===== config.mk =====
export PLATFORM = sky130hd
export DESIGN_NAME = led_ring_stepper
export DESIGN_NICKNAME = d
export VERILOG_FILES = /design/src/rtl/led_ring_stepper.sv
export SDC_FILE = /design/constraint.sdc
export NUM_CORES = 1
export LEC_CHECK = 0
export ABC_AREA = 1
export BUFFER_PORTS_ARGS = -buffer_cell sky130_fd_sc_hd__clkbuf_2
export CORE_ASPECT_RATIO = 1.25
export CORE_UTILIZATION = 30
export CTS_BUF_LIST = sky130_fd_sc_hd__clkbuf_8
export CTS_CLUSTER_DIAMETER = 30
export DETAILED_ROUTE_END_ITERATION = 8
export HOLD_SLACK_MARGIN = 0.1
export SLEW_MARGIN = 15
export SYNTH_ARGS = -nofsm -noshare
export SYNTH_HDL_FRONTEND = slang
export SYNTH_SLANG_ARGS = --single-unit

===== constraint.sdc =====
create_clock -name clk -period 1.8 [get_ports clk]
set_input_delay 0.18 -clock clk [delete_from_list [all_inputs] [get_ports clk]]
set_output_delay 0.18 -clock clk [all_outputs]
set_load 0.01 [all_outputs]

===== src/rtl/led_ring_stepper.sv =====
// Purpose: debounces two raw pushbuttons and steps one lit LED around a 5-LED ring.
// Latency: 2^DB_BITS+3 clk edges from a raw press to the LED/STEP update.
// Backpressure: none. Presses are taken as they are accepted and nothing is queued.
//
// Ports:
//   clk        board clock. All logic is on the rising edge.
//   rst        synchronous, active-high reset.
//   BTN_L      raw left pushbutton, active-high, asynchronous to clk. Steps toward LED5.
//   BTN_R      raw right pushbutton, active-high, asynchronous to clk. Steps toward LED1.
//   LED1..LED5 one-hot ring position, {LED5,LED4,LED3,LED2,LED1} = pos[4:0].
//   STEP       one-cycle pulse, registered together with every position change.
module led_ring_stepper #(
  parameter int DB_BITS = 18
) (
  input  logic clk,
  input  logic rst,
  input  logic BTN_L,
  input  logic BTN_R,
  output logic LED1,
  output logic LED2,
  output logic LED3,
  output logic LED4,
  output logic LED5,
  output logic STEP
);

  // Index 0 is the left button and index 1 is the right button throughout.
  localparam int                 NBTN    = 2;
  localparam logic [DB_BITS-1:0] CNT_MAX = '1;
  localparam logic [DB_BITS-1:0] CNT_ONE = DB_BITS'(1);

  logic [NBTN-1:0]    w_btn_raw;
  logic [NBTN-1:0]    r_s1;
  logic [NBTN-1:0]    r_s2;
  logic [NBTN-1:0]    r_stable;
  logic [NBTN-1:0]    r_stable_q;
  logic [DB_BITS-1:0] r_cnt [NBTN];
  logic [NBTN-1:0]    w_press;

  logic [4:0]         r_pos;
  logic               r_step;
  logic [4:0]         w_pos_nxt;
  logic               w_step_nxt;

  assign w_btn_raw = {BTN_R, BTN_L};

  // Two-flop synchroniser, then a per-button debounce counter.
  // The counter runs only while the synchronised level disagrees with the
  // accepted level. Any agreeing cycle clears it, so a bounce shorter than
  // 2^DB_BITS cycles is never accepted.
  always_ff @(posedge clk) begin
    if (rst) begin
      r_s1       <= '0;
      r_s2       <= '0;
      r_stable   <= '0;
      r_stable_q <= '0;
      for (int i = 0; i < NBTN; i++) begin
        r_cnt[i] <= '0;
      end
    end else begin
      r_s1       <= w_btn_raw;
      r_s2       <= r_s1;
      r_stable_q <= r_stable;
      for (int i = 0; i < NBTN; i++) begin
        if (r_s2[i] == r_stable[i]) begin
          r_cnt[i] <= '0;
        end else if (r_cnt[i] != CNT_MAX) begin
          r_cnt[i] <= r_cnt[i] + CNT_ONE;
        end else begin
          r_stable[i] <= r_s2[i];
          r_cnt[i]    <= '0;
        end
      end
    end
  end

  // Rising edge of the accepted level only; releases produce no press.
  // r_stable_q resets to 0, so a button held through reset still yields
  // exactly one press once it has been re-debounced.
  assign w_press = r_stable & ~r_stable_q;

  // Presses on the same cycle cancel. Presses on different cycles each step.
  always_comb begin
    w_pos_nxt  = r_pos;
    w_step_nxt = 1'b0;
    case (w_press)
      2'b01: begin
        w_pos_nxt  = {r_pos[3:0], r_pos[4]};
        w_step_nxt = 1'b1;
      end
      2'b10: begin
        w_pos_nxt  = {r_pos[0], r_pos[4:1]};
        w_step_nxt = 1'b1;
      end
      default: begin
        w_pos_nxt  = r_pos;
        w_step_nxt = 1'b0;
      end
    endcase
  end

  // Only rotations are ever loaded, so pos stays one-hot from its reset value.
  always_ff @(posedge clk) begin
    if (rst) begin
      r_pos  <= 5'b00001;
      r_step <= 1'b0;
    end else begin
      r_pos  <= w_pos_nxt;
      r_step <= w_step_nxt;
    end
  end

  assign LED1 = r_pos[0];
  assign LED2 = r_pos[1];
  assign LED3 = r_pos[2];
  assign LED4 = r_pos[3];
  assign LED5 = r_pos[4];
  assign STEP = r_step;

endmodule


==> load_flow_metrics.sql, run 1 <==
INSERT INTO impl_metrics (metric_group, metric, value, unit) VALUES
('critical_path', 'setup.worst_path.end_class', 'flop', ''),
('grt', 'initial_antenna_violation_count', '0', ''),
('power', 'ir_drop', '0.413', 'mV'),
('power', 'total_leakage_power', '1.23', 'nW'),
('cells_and_area', 'drive_above_1_share', '16.0', '%'),
('critical_path', 'crit_path_start_kind', 'flop', ''),
('clock_network', 'max-clock-path-buffers', '2', ''),
('clock_network', 'tritoncts.num_buffers', '5', ''),
('sta', 'timing_hold_violations_final', '0', ''),
('floorplan', 'num_io_pins', '10', ''),
('cells_and_area', 'mostFrequentLayoutCells', '67 x sky130_fd_sc_hd__nand2_1, 43 x sky130_fd_sc_hd__nor2_1, 36 x sky130_fd_sc_hd__edfxtp_1, 36 x sky130_fd_sc_hd__conb_1, 33 x sky130_fd_sc_hd__inv_1', ''),
('critical_path', 'critPathMaxFanout', '18', ''),
('synth', 'synth.yosys.warnings', '0', ''),
('placed_design', 'port_buffers', '9', ''),
('critical_path', 'critical_path.endpoint', 'r_cnt[1][9]$_SDFFCE_PP0P_', ''),
('floorplan', 'core_region_area', '8750', 'µm²'),
('cells_and_area', 'ant_diodes', '0', ''),
('clock_network', 'postCtsSetupRepairBufs', '0', ''),
('routing', 'route.detailed.drc', '0', ''),
('floorplan', 'fp.dieH', '109', 'µm'),
('critical_path', 'timing.reg2reg.worst_path_depth', '8', ''),
('routing', 'dr_total_vias', '2007', ''),
('sta', 'slew_viol_final', '0', ''),
('grt', 'grt_max_degree', '19', ''),
('grt', 'globalRouteOverflowTotal', '0', ''),
('run', 'max_cap_viol_count', '0', ''),
('sta', 'fin_setup_tns', '0', 'ns'),
('grt', 'grt_pass1_vias', '1894', ''),
('routing', 'drt_wl_total', '4.56', 'mm'),
('routing', 'drt-initial-drc-count', '89', ''),
('status', 'status', 'finished clean', ''),
('sta', 'fin_skew', '0.00871', 'ns'),
('clock_network', 'clock_transition_at_the_register_clock_pins_on_the_worst_setup_and_hold_paths_after_cts', '0.09', 'ns'),
('hold_path', 'min_from', 'rst', ''),
('floorplan', 'die_w', '87.4', 'µm'),
('synth', 'number_of_synthesized_register_bits', '50', ''),
('critical_path', 'crit_reg_reg_startpoint', 'r_cnt[1][1]$_SDFFCE_PP0P_', ''),
('clock_network', 'numClockSinks', '50', ''),
('clock_network', 'cts_root_buffer', 'sky130_fd_sc_hd__clkbuf_8', ''),
('critical_path', 'required', '1.86', 'ns'),
('critical_path', 'timing_worst_setup_path_type', 'flop to flop', ''),
('synth', 'synth.yosys.seq_area_share', '49.7', '%'),
('sta', 'max_freq', '610', 'MHz'),
('synth', 'syn-mean-instance-area', '8.86', 'µm²'),
('hold_path', 'hold_path_class', 'input port to flop', ''),
('critical_path', 'cp-startpoint', 'r_cnt[1][1]$_SDFFCE_PP0P_', ''),
('routing', 'viasPerCell', '4.16', ''),
('cells_and_area', 'post_layout_nonfiller_instances', '482', ''),
('critical_path', 'data_arrival_at_the_endpoint_of_the_critical_path', '1.70', 'ns'),
('power', 'cellPowerDensity', '691', 'nW/µm²'),
('critical_path', 'reg2reg_slack', '0.16', 'ns'),
('synth', 'syn-instance-count', '309', ''),
('sta', 'timing.final.setup_violations', '0', ''),
('sta', 'timing.final.crit_share', '91.0', '%'),
('placed_design', 'gp_congestion', '0.790', ''),
('cells_and_area', 'final_common_cell', 'sky130_fd_sc_hd__nand2_1', ''),
('floorplan', 'fp-row-count', '38', ''),
('floorplan', 'initial_utilization', '31.3', '%'),
('cells_and_area', 'nNetsFinal', '368', ''),
('routing', 'first_pass_iters', '4', ''),
('synth', 'distinct_cell_type_count_after_synthesis', '31', ''),
('hold_path', 'worst_hold_path.num_cells', '2', ''),
('routing', 'drtAntennaViolNets', '0', ''),
('cells_and_area', 'area_growth', '16.3', '%'),
('sta', 'period_minus_slack', '1.64', 'ns'),
('clock_network', 'tritoncts', 'built', ''),
('grt', 'grt_first_pass_wirelength', '8.06', 'mm'),
('critical_path', 'r2r_end', 'r_cnt[1][9]$_SDFFCE_PP0P_', ''),
('floorplan', 'die-area', '9510', 'µm²'),
('routing', 'wl_per_cell', '9.45', 'µm'),
('placed_design', 'place.detailed.instances', '472', ''),
('synth', 'synthesis.area', '2740', 'µm²'),
('sta', 'setup_repair_after_global_routing_missed_its_margin', 'no', ''),
('clock_network', 'clock_tree.htree_level_count', '2', ''),
('clock_network', 'clock_latency', '0.31', 'ns'),
('grt', 'grt.total_usage', '10.7', '%'),
('placed_design', 'hpwl', '3.41', 'mm');
[cells by family (layout without fill, tap and decap cells)]
kind of cell	Yosys count	count (layout)	share of synthesized area, %
XOR/XNOR	18	18	5.76
AND/OR/NAND/NOR	172	172	31.3
adder cells (fa/ha/maj)	3	3	1.37
flip-flops	50	50	49.7
AO/OA/AOI/OAI	27	27	5.26
other	1	36	0.137
buffers and inverters	38	56	6.44
[where the power goes]
part,switching (mW),internal (mW)
combinational,0.0722,0.0387
clock,0.377,0.410
sequential,0.0336,1.27
[Yosys cell counts (all sizes together)]
library cell,number,area [µm²]
inv,34,128
nand2,72,298
xor2,7,61.3
edfxtp,36,1080
nand3,15,100
clkbuf,1,3.75
a21oi,16,80.1
dfxtp,14,280
o211ai,1,7.51
ha,3,37.5
o21a,1,7.51
or2,5,31.3
buf,3,45.0
o22ai,3,18.8
nor2,68,350
xnor2,11,96.3
nand4,6,37.5
nand3b,2,15.0
conb,1,3.75
nor3,4,25.0
o21ai,6,30.0
[per-layer routing]
| metal | vias to the layer above | track usage, % | share of wire [%] | wire length [µm] |
|---|---|---|---|---|
| met1 | 924 | 12.5 | 46 | 2120 |
| li1 | 1065 | - | - | - |
| met2 | 9 | 18.8 | 50 | 2270 |
| met4 | 0 | 4.33 | 1.7 | 78 |
| met5 | - | 0 | 0 | 0 |
| met3 | 9 | 2.35 | 1.9 | 85 |
[flip-flops by register name, indices dropped and copies added, names as in the netlist]
register	flops
STEP	1
r_cnt	36
r_pos	5
r_s1	2
r_s2	2
r_stable	2
r_stable_q	2
[worst min path at each step]
stage | to | slack, ns
finish | r_s2[0]$_SDFF_PP0_ | 0.16
global route | r_s2[0]$_SDFF_PP0_ | 0.15
detailed placement | r_s1[1]$_SDFF_PP0_ | 0.38
CTS | r_s2[0]$_SDFF_PP0_ | 0.15
global placement | r_s1[1]$_SDFF_PP0_ | 0.37
floorplan | r_s1[0]$_SDFF_PP0_ | 0.29
[layout make-up]
type | count | area, µm²
sequential | 50 | 1360
timing repair buffer | 14 | 87.6
clock buffer | 5 | 68.8
clock inverter | 3 | 40.0
fill | 941 | 5560
tap | 120 | 150
multi-input combinational | 256 | 1350
inverter | 34 | 128
[metrics by stage]
stage          hold WS, ns  worst slack, ns  total power, mW  utilization [%]  area (µm²)
2_1_floorplan        0.287            0.166             1.41                -        2870
3_3_place_gp         0.372            0.113             1.43             34.7        3040
3_5_place_dp         0.380           0.0846             1.43             34.7        3040
4_1_cts              0.155           0.0665             2.24             36.2        3170
5_1_grt              0.153           0.0374             2.29             36.4        3180
6_report             0.161            0.161             2.20             36.4        3180
[worst max-delay path: stages (launching register included)]
cell and delay [ns]:
sky130_fd_sc_hd__edfxtp_1 0.38, sky130_fd_sc_hd__ha_1 0.20, sky130_fd_sc_hd__nand2_2 0.09, sky130_fd_sc_hd__nor2_4 0.13
sky130_fd_sc_hd__nand2_4 0.10, sky130_fd_sc_hd__nor2_8 0.13, sky130_fd_sc_hd__nand3_4 0.11, sky130_fd_sc_hd__nand2_8 0.17
sky130_fd_sc_hd__nor2_1 0.07
[what timing repair did]
action | 4_1_cts | 5_1_grt
hold endpoints to repair | 2 | 0
endpoints found under the setup margin | 0 | 12
hold buffers | 2 | 0
resized for setup | 0 | 2
Power figures use the tool's default switching activity.
==> run 2: changes to the inputs <==
CORE_ASPECT_RATIO = 0.75   (was 1.25)
SKIP_CTS_REPAIR_TIMING = 1   (was not set)
==> run 2 against run 1 <==
Sequential share of layout area up 0.87 points; highest routed layer unchanged; cell count down 2.9%; final area down 2.0%; core utilization down 0.26 points; first-iteration DRC count up 3.4%; non-clock buffer count down 2; total power down 3.1%; setup slack worse by 0.045 ns; hold slack worse by 0.073 ns; critical endpoint is now r_cnt[1][3]$_SDFFCE_PP0P_; critical path depth unchanged; the run now ends with design-rule violations left; die area about the same.
==> load_flow_metrics.sql, run 2 (synthesized netlist as in run 1, its figures left out) <==
INSERT INTO impl_metrics (metric_group, metric, value, unit) VALUES
('power', 'total_leakage_power', '1.21', 'nW'),
('grt', 'met2_usage', '16.5', '%'),
('cells_and_area', 'ant_diodes', '0', ''),
('placed_design', 'hpwl', '3.50', 'mm'),
('grt', 'grt-busiest-layer', 'met2', ''),
('cells_and_area', 'mostFrequentLayoutCells', '67 x sky130_fd_sc_hd__nand2_1, 43 x sky130_fd_sc_hd__nor2_1, 36 x sky130_fd_sc_hd__edfxtp_1, 36 x sky130_fd_sc_hd__conb_1, 33 x sky130_fd_sc_hd__inv_1', ''),
('routing', 'first_pass_iters', '6', ''),
('sta', 'fin_skew', '0.0143', 'ns'),
('grt', 'globalRouteOverflowTotal', '0', ''),
('sta', 'fin_setup_tns', '0', 'ns'),
('grt', 'grt_pass1_vias', '1815', ''),
('floorplan', 'initial_utilization', '31.7', '%'),
('power', 'ir_drop', '0.297', 'mV'),
('sta', 'max_slew_margin', '64.1', '%'),
('sta', 'slew_viol_final', '0', ''),
('run', 'max_cap_viol_count', '0', ''),
('sta', 'max_freq', '594', 'MHz'),
('sta', 'finalWorstSetupSlack', '0.116', 'ns'),
('routing', 'drt_wl_total', '4.59', 'mm'),
('routing', 'wl_per_cell', '9.80', 'µm'),
('cells_and_area', 'layout.cell_area.non_filler', '3120', 'µm²'),
('placed_design', 'port_buffers', '9', ''),
('clock_network', 'tritoncts', 'built', ''),
('sta', 'period_minus_slack', '1.68', 'ns'),
('floorplan', 'fp-row-count', '29', ''),
('clock_network', 'max-clock-path-buffers', '2', ''),
('placed_design', 'gp_congestion', '0.779', ''),
('routing', 'drtAntennaViolNets', '0', ''),
('clock_network', 'clock_transition_at_the_register_clock_pins_on_the_worst_setup_and_hold_paths_after_cts', '0.10', 'ns'),
('cells_and_area', 'multi_input_area', '1330', 'µm²'),
('hold_path', 'hold_path_class', 'input port to flop', ''),
('critical_path', 'required', '1.84', 'ns'),
('floorplan', 'fp.dieH', '84.7', 'µm'),
('cells_and_area', 'nNetsFinal', '366', ''),
('cells_and_area', 'sequential_cell_area', '1360', 'µm²'),
('cells_and_area', 'largest_reg_flops', '36', ''),
('routing', 'dr_total_vias', '1962', ''),
('hold_path', 'worst_hold_path.num_cells', '3', ''),
('routing', 'viasPerCell', '4.19', ''),
('sta', 'setup_repair_after_global_routing_missed_its_margin', 'no', ''),
('cells_and_area', 'fillers', '901', ''),
('cells_and_area', 'area_growth', '14.0', '%'),
('floorplan', 'num_io_pins', '10', ''),
('floorplan', 'core_region_area', '8640', 'µm²'),
('sta', 'timing.final.crit_share', '93.5', '%'),
('cells_and_area', 'reg_top3', 'r_cnt (36), r_pos (5)', ''),
('clock_network', 'clock_tree.htree_level_count', '2', ''),
('critical_path', 'crit_path_start_kind', 'flop', ''),
('grt', 'grt.total_usage', '10.6', '%'),
('clock_network', 'numClockSinks', '50', ''),
('routing', 'drt-initial-drc-count', '92', ''),
('cells_and_area', 'drive_above_1_share', '16.1', '%'),
('grt', 'initial_antenna_violation_count', '0', ''),
('grt', 'grt_use_met1', '14.2', '%'),
('status', 'status', 'finished with violations', ''),
('critical_path', 'timing.reg2reg.worst_path_depth', '8', ''),
('clock_network', 'cts_root_buffer', 'sky130_fd_sc_hd__clkbuf_8', ''),
('power', 'cellPowerDensity', '683', 'nW/µm²'),
('routing', 'route.detailed.drc', '4', ''),
('critical_path', 'data_arrival_at_the_endpoint_of_the_critical_path', '1.73', 'ns'),
('grt', 'met3_usage_grt', '2.45', '%'),
('critical_path', 'setup.worst_path.end_class', 'flop', ''),
('placed_design', 'place_area', '3020', 'µm²'),
('status', 'failed_checks', 'design-rule violations', ''),
('sta', 'tightest_slew', '0.534', 'ns'),
('clock_network', 'tritoncts.num_buffers', '5', ''),
('cells_and_area', 'final_common_cell', 'sky130_fd_sc_hd__nand2_1', ''),
('cells_and_area', 'largest_register', 'r_cnt', ''),
('critical_path', 'timing_worst_setup_path_type', 'flop to flop', ''),
('floorplan', 'die_w', '112', 'µm'),
('floorplan', 'die-area', '9520', 'µm²'),
('grt', 'grt_max_degree', '19', ''),
('sta', 'timing_hold_violations_final', '0', ''),
('grt', 'grt_first_pass_wirelength', '7.98', 'mm'),
('placed_design', 'pre_cts_slack', '0.111', 'ns'),
('clock_network', 'clock_latency', '0.30', 'ns'),
('critical_path', 'critPathMaxFanout', '18', ''),
('sta', 'timing.final.setup_violations', '0', '');
[run 2: area by class of cell]
class | count | share of cell area (%)
clock buffer | 6 | 2.65
clock inverter | 2 | 0.481
inverter | 34 | 4.09
multi-input combinational | 256 | 42.7
sequential | 50 | 43.6
tap | 108 | 4.33
timing repair buffer | 12 | 2.17
[run 2: routing by layer]
metal | vias to the layer above | routed length (µm)
li1 | 1062 | -
met1 | 871 | 2510
met2 | 24 | 1870
met3 | 5 | 134
met4 | 0 | 67
met5 | - | 0
[run 2: final timing paths]
check                                                from                         to  slack, ns
worst max-delay path            r_cnt[1][1]$_SDFFCE_PP0P_  r_cnt[1][3]$_SDFFCE_PP0P_       0.12
worst max register to register  r_cnt[1][1]$_SDFFCE_PP0P_  r_cnt[1][3]$_SDFFCE_PP0P_       0.12
worst min register to register         r_s1[1]$_SDFF_PP0_         r_s2[1]$_SDFF_PP0_       0.42
worst min-delay path                                BTN_L         r_s1[0]$_SDFF_PP0_       0.09
[run 2: where the power goes]
group / total (mW) / leakage, nW / switching [mW] / internal, mW
combinational: 0.109 / 0.670 / 0.0721 / 0.0364
clock: 0.718 / 0.0521 / 0.400 / 0.319
sequential: 1.31 / 0.485 / 0.0346 / 1.27
[run 2: stage by stage]
stage | utilization, % | instances | hold slack, ns | power (mW)
floorplan | - | 344 | 0.287 | 1.41
global placement | 35.0 | 460 | 0.393 | 1.44
detailed placement | 35.0 | 460 | 0.399 | 1.44
CTS | 36.1 | 468 | 0.0819 | 2.16
global route | 36.1 | 468 | 0.102 | 2.22
finish | 36.1 | 468 | 0.0886 | 2.13
[run 2: critical path, stage by stage, from the launching register on]
cell and delay (ns):
sky130_fd_sc_hd__edfxtp_1 0.38, sky130_fd_sc_hd__ha_1 0.21, sky130_fd_sc_hd__nand2_2 0.09, sky130_fd_sc_hd__nor2_4 0.13
sky130_fd_sc_hd__nand2_4 0.10, sky130_fd_sc_hd__nor2_8 0.13, sky130_fd_sc_hd__nand3_4 0.09, sky130_fd_sc_hd__nand2_4 0.23
sky130_fd_sc_hd__a21oi_1 0.07
==> run 3: changes to the inputs <==
CORE_MARGIN = 3   (was not set)
clock period = 2.1 ns   (was 1.8 ns; I/O delays follow)
==> run 3 against run 2 <==
The run now ends clean; flip-flop and latch count is the same; die area increased by 8.5%; critical path depth unchanged; total power decreased by 16%; via count increased by 1.5%; final area is 0.24% lower; critical path type unchanged.
==> load_flow_metrics.sql, run 3 (synthesized netlist as in run 1, its figures left out) <==
INSERT INTO impl_metrics (metric_group, metric, value, unit) VALUES
('critical_path', 'path_buf_inv', '0', ''),
('critical_path', 'crit_path_start_kind', 'flop', ''),
('sta', 'timing.final.crit_share', '86.2', '%'),
('cells_and_area', 'largest_reg_flops', '36', ''),
('critical_path', 'data_arrival_at_the_endpoint_of_the_critical_path', '1.86', 'ns'),
('sta', 'hold-worst-slack', '0.0925', 'ns'),
('cells_and_area', 'final_core_utilization', '35.9', '%'),
('power', 'part_of_the_power_in_registers', '62.3', '%'),
('power', 'ir_drop', '0.201', 'mV'),
('routing', 'dr_total_vias', '1991', ''),
('routing', 'viasPerCell', '4.26', ''),
('cells_and_area', 'fillers', '882', ''),
('critical_path', 'setup.worst_path.end_class', 'flop', ''),
('critical_path', 'timing.critical_path.slowest_cell_delay', '0.46', 'ns'),
('run', 'max_cap_viol_count', '0', ''),
('routing', 'drtAntennaViolNets', '0', ''),
('cells_and_area', 'largest_register', 'r_cnt', ''),
('floorplan', 'die_w', '116', 'µm'),
('routing', 'drt_wl_total', '4.44', 'mm'),
('power', 'switching_share', '22.9', '%'),
('clock_network', 'cts_root_buffer', 'sky130_fd_sc_hd__clkbuf_8', ''),
('cells_and_area', 'drive_above_1_share', '15.6', '%'),
('critical_path', 'critical_path.most_common_cell', 'sky130_fd_sc_hd__nand2_4', ''),
('power', 'power_frac_comb', '5.0', '%'),
('status', 'status', 'finished clean', ''),
('sta', 'max_freq', '552', 'MHz'),
('routing', 'dr_wl_met3', '131', 'µm'),
('sta', 'finalWorstSetupSlack', '0.290', 'ns'),
('critical_path', 'critPathMaxFanout', '18', ''),
('clock_network', 'clock_latency', '0.30', 'ns'),
('routing', 'drt-initial-drc-count', '125', ''),
('routing', 'dr.max_layer_used', 'met4', ''),
('cells_and_area', 'nNetsFinal', '365', ''),
('power', 'power_report.internal_total', '1.38', 'mW'),
('routing', 'detail_route.wirelength.met1', '2.35', 'mm'),
('routing', 'wl_per_cell', '9.52', 'µm'),
('placed_design', 'hpwl', '3.37', 'mm'),
('grt', 'globalRouteOverflowTotal', '0', ''),
('sta', 'timing.final.setup_violations', '0', ''),
('floorplan', 'die-area', '10300', 'µm²'),
('grt', 'grt_pass1_vias', '1784', ''),
('cells_and_area', 'sequential_cell_area', '1360', 'µm²'),
('floorplan', 'core_region_area', '8670', 'µm²'),
('cells_and_area', 'multi_input_area', '1330', 'µm²'),
('cells_and_area', 'ant_diodes', '0', ''),
('cells_and_area', 'mostFrequentLayoutCells', '67 x sky130_fd_sc_hd__nand2_1, 43 x sky130_fd_sc_hd__nor2_1, 36 x sky130_fd_sc_hd__edfxtp_1, 36 x sky130_fd_sc_hd__conb_1, 33 x sky130_fd_sc_hd__inv_1', ''),
('cells_and_area', 'final_common_cell', 'sky130_fd_sc_hd__nand2_1', ''),
('floorplan', 'fp.dieH', '88.7', 'µm'),
('power', 'switchingPower', '0.411', 'mW'),
('clock_network', 'numClockSinks', '50', ''),
('sta', 'setup_repair_after_global_routing_missed_its_margin', 'no', ''),
('routing', 'met2_length', '1.90', 'mm'),
('sta', 'fin_setup_tns', '0', 'ns'),
('cells_and_area', 'reg_top3', 'r_cnt (36), r_pos (5)', ''),
('routing', 'first_pass_iters', '4', ''),
('power', 'share_clk_of_total_power', '32.7', '%'),
('clock_network', 'tritoncts', 'built', ''),
('cells_and_area', 'area_growth', '13.7', '%'),
('placed_design', 'port_buffers', '9', ''),
('critical_path', 'required', '2.15', 'ns'),
('critical_path', 'cp_cell_sequence', 'ha_1 > nand2_2 > nor2_4 > nand2_4 > nor2_8 > nand3_4 > nand2_4 > nor2_1', ''),
('hold_path', 'hold_path_class', 'input port to flop', ''),
('grt', 'grt_first_pass_wirelength', '7.84', 'mm'),
('sta', 'fin_skew', '0.00809', 'ns'),
('power', 'cellPowerDensity', '577', 'nW/µm²'),
('floorplan', 'initial_utilization', '31.6', '%'),
('cells_and_area', 'post_layout_nonfiller_instances', '467', ''),
('clock_network', 'clock_transition_at_the_register_clock_pins_on_the_worst_setup_and_hold_paths_after_cts', '0.09', 'ns'),
('clock_network', 'tritoncts.num_buffers', '5', ''),
('grt', 'grt_max_degree', '19', ''),
('floorplan', 'num_io_pins', '10', ''),
('placed_design', 'place.detailed.instances', '458', ''),
('power', 'total_leakage_power', '1.20', 'nW'),
('clock_network', 'clock_tree.htree_level_count', '2', ''),
('sta', 'timing_hold_violations_final', '0', ''),
('floorplan', 'fp-row-count', '29', ''),
('grt', 'initial_antenna_violation_count', '0', ''),
('critical_path', 'timing_worst_setup_path_type', 'flop to flop', ''),
('routing', 'route.detailed.drc', '0', ''),
('placed_design', 'pre_cts_slack', '0.292', 'ns'),
('sta', 'period_minus_slack', '1.81', 'ns'),
('grt', 'grt.total_usage', '9.43', '%'),
('critical_path', 'crit_family', 'simple AND/OR/NAND/NOR gates', ''),
('clock_network', 'max-clock-path-buffers', '2', ''),
('placed_design', 'gp_congestion', '0.847', ''),
('critical_path', 'critical_path.slowest_cell', 'sky130_fd_sc_hd__edfxtp_1', ''),
('sta', 'slew_viol_final', '0', '');
run 3: changes by cell type in the layout (fill, tap and decap cells not counted):
cell                            before  now
sky130_fd_sc_hd__dlygate4sd3_1       0    1
sky130_fd_sc_hd__inv_4               1    0
sky130_fd_sc_hd__clkinv_2            0    1
sky130_fd_sc_hd__inv_6               1    0
sky130_fd_sc_hd__buf_4               3    1
sky130_fd_sc_hd__clkinvlp_4          0    1
run 3: area by class of cell:
cell class                      count  share of cell area (%)
Inverter                           34                    4.10
Sequential cell                    50                    43.7
Clock inverter                      2                   0.402
Tap cell                          108                    4.34
Multi-Input combinational cell    256                    42.8
Clock buffer                        6                    2.65
Timing Repair Buffer               11                    2.01
run 3: worst paths after layout:
path,cells after the start,from,slack (ns),endpoint
setup / recovery,8,r_cnt[1][0]$_SDFFCE_PP0P_,0.29,r_cnt[1][9]$_SDFFCE_PP0P_
hold / removal,3,BTN_L,0.09,r_s1[0]$_SDFF_PP0_
setup reg to reg,8,r_cnt[1][0]$_SDFFCE_PP0P_,0.29,r_cnt[1][9]$_SDFFCE_PP0P_
hold reg to reg,2,r_s1[0]$_SDFF_PP0_,0.42,r_s2[0]$_SDFF_PP0_
run 3: power groups by stage:
| stage | Combinational [mW] | Sequential, mW | Clock, mW |
|---|---|---|---|
| 4_1_cts | 0.0884 | 1.12 | 0.613 |
| 2_1_floorplan | 0.0770 | 1.13 | 0 |
| 3_5_place_dp | 0.0877 | 1.14 | 0 |
| 6_report | 0.0899 | 1.12 | 0.587 |
| 3_3_place_gp | 0.0877 | 1.14 | 0 |
| 5_1_grt | 0.105 | 1.13 | 0.649 |
run 3: per-layer routing:
layer / up-vias / GRT usage [%]
met5: - / 0
met4: 0 / 3.79
met3: 6 / 1.64
met2: 30 / 14.4
met1: 894 / 13.3
li1: 1061 / -
run 3: worst register-to-register path: stages (launching register included):
cell                       delay, ns
sky130_fd_sc_hd__edfxtp_1       0.46
sky130_fd_sc_hd__ha_1           0.23
sky130_fd_sc_hd__nand2_2        0.09
sky130_fd_sc_hd__nor2_4         0.13
sky130_fd_sc_hd__nand2_4        0.10
sky130_fd_sc_hd__nor2_8         0.13
sky130_fd_sc_hd__nand3_4        0.09
sky130_fd_sc_hd__nand2_4        0.24
sky130_fd_sc_hd__nor2_1         0.08
run 3: metrics by stage:
stage          power, mW  instance area, µm²
2_1_floorplan       1.21                2870
3_3_place_gp        1.23                3010
3_5_place_dp        1.23                3010
4_1_cts             1.82                3100
5_1_grt             1.88                3110
6_report            1.80                3110
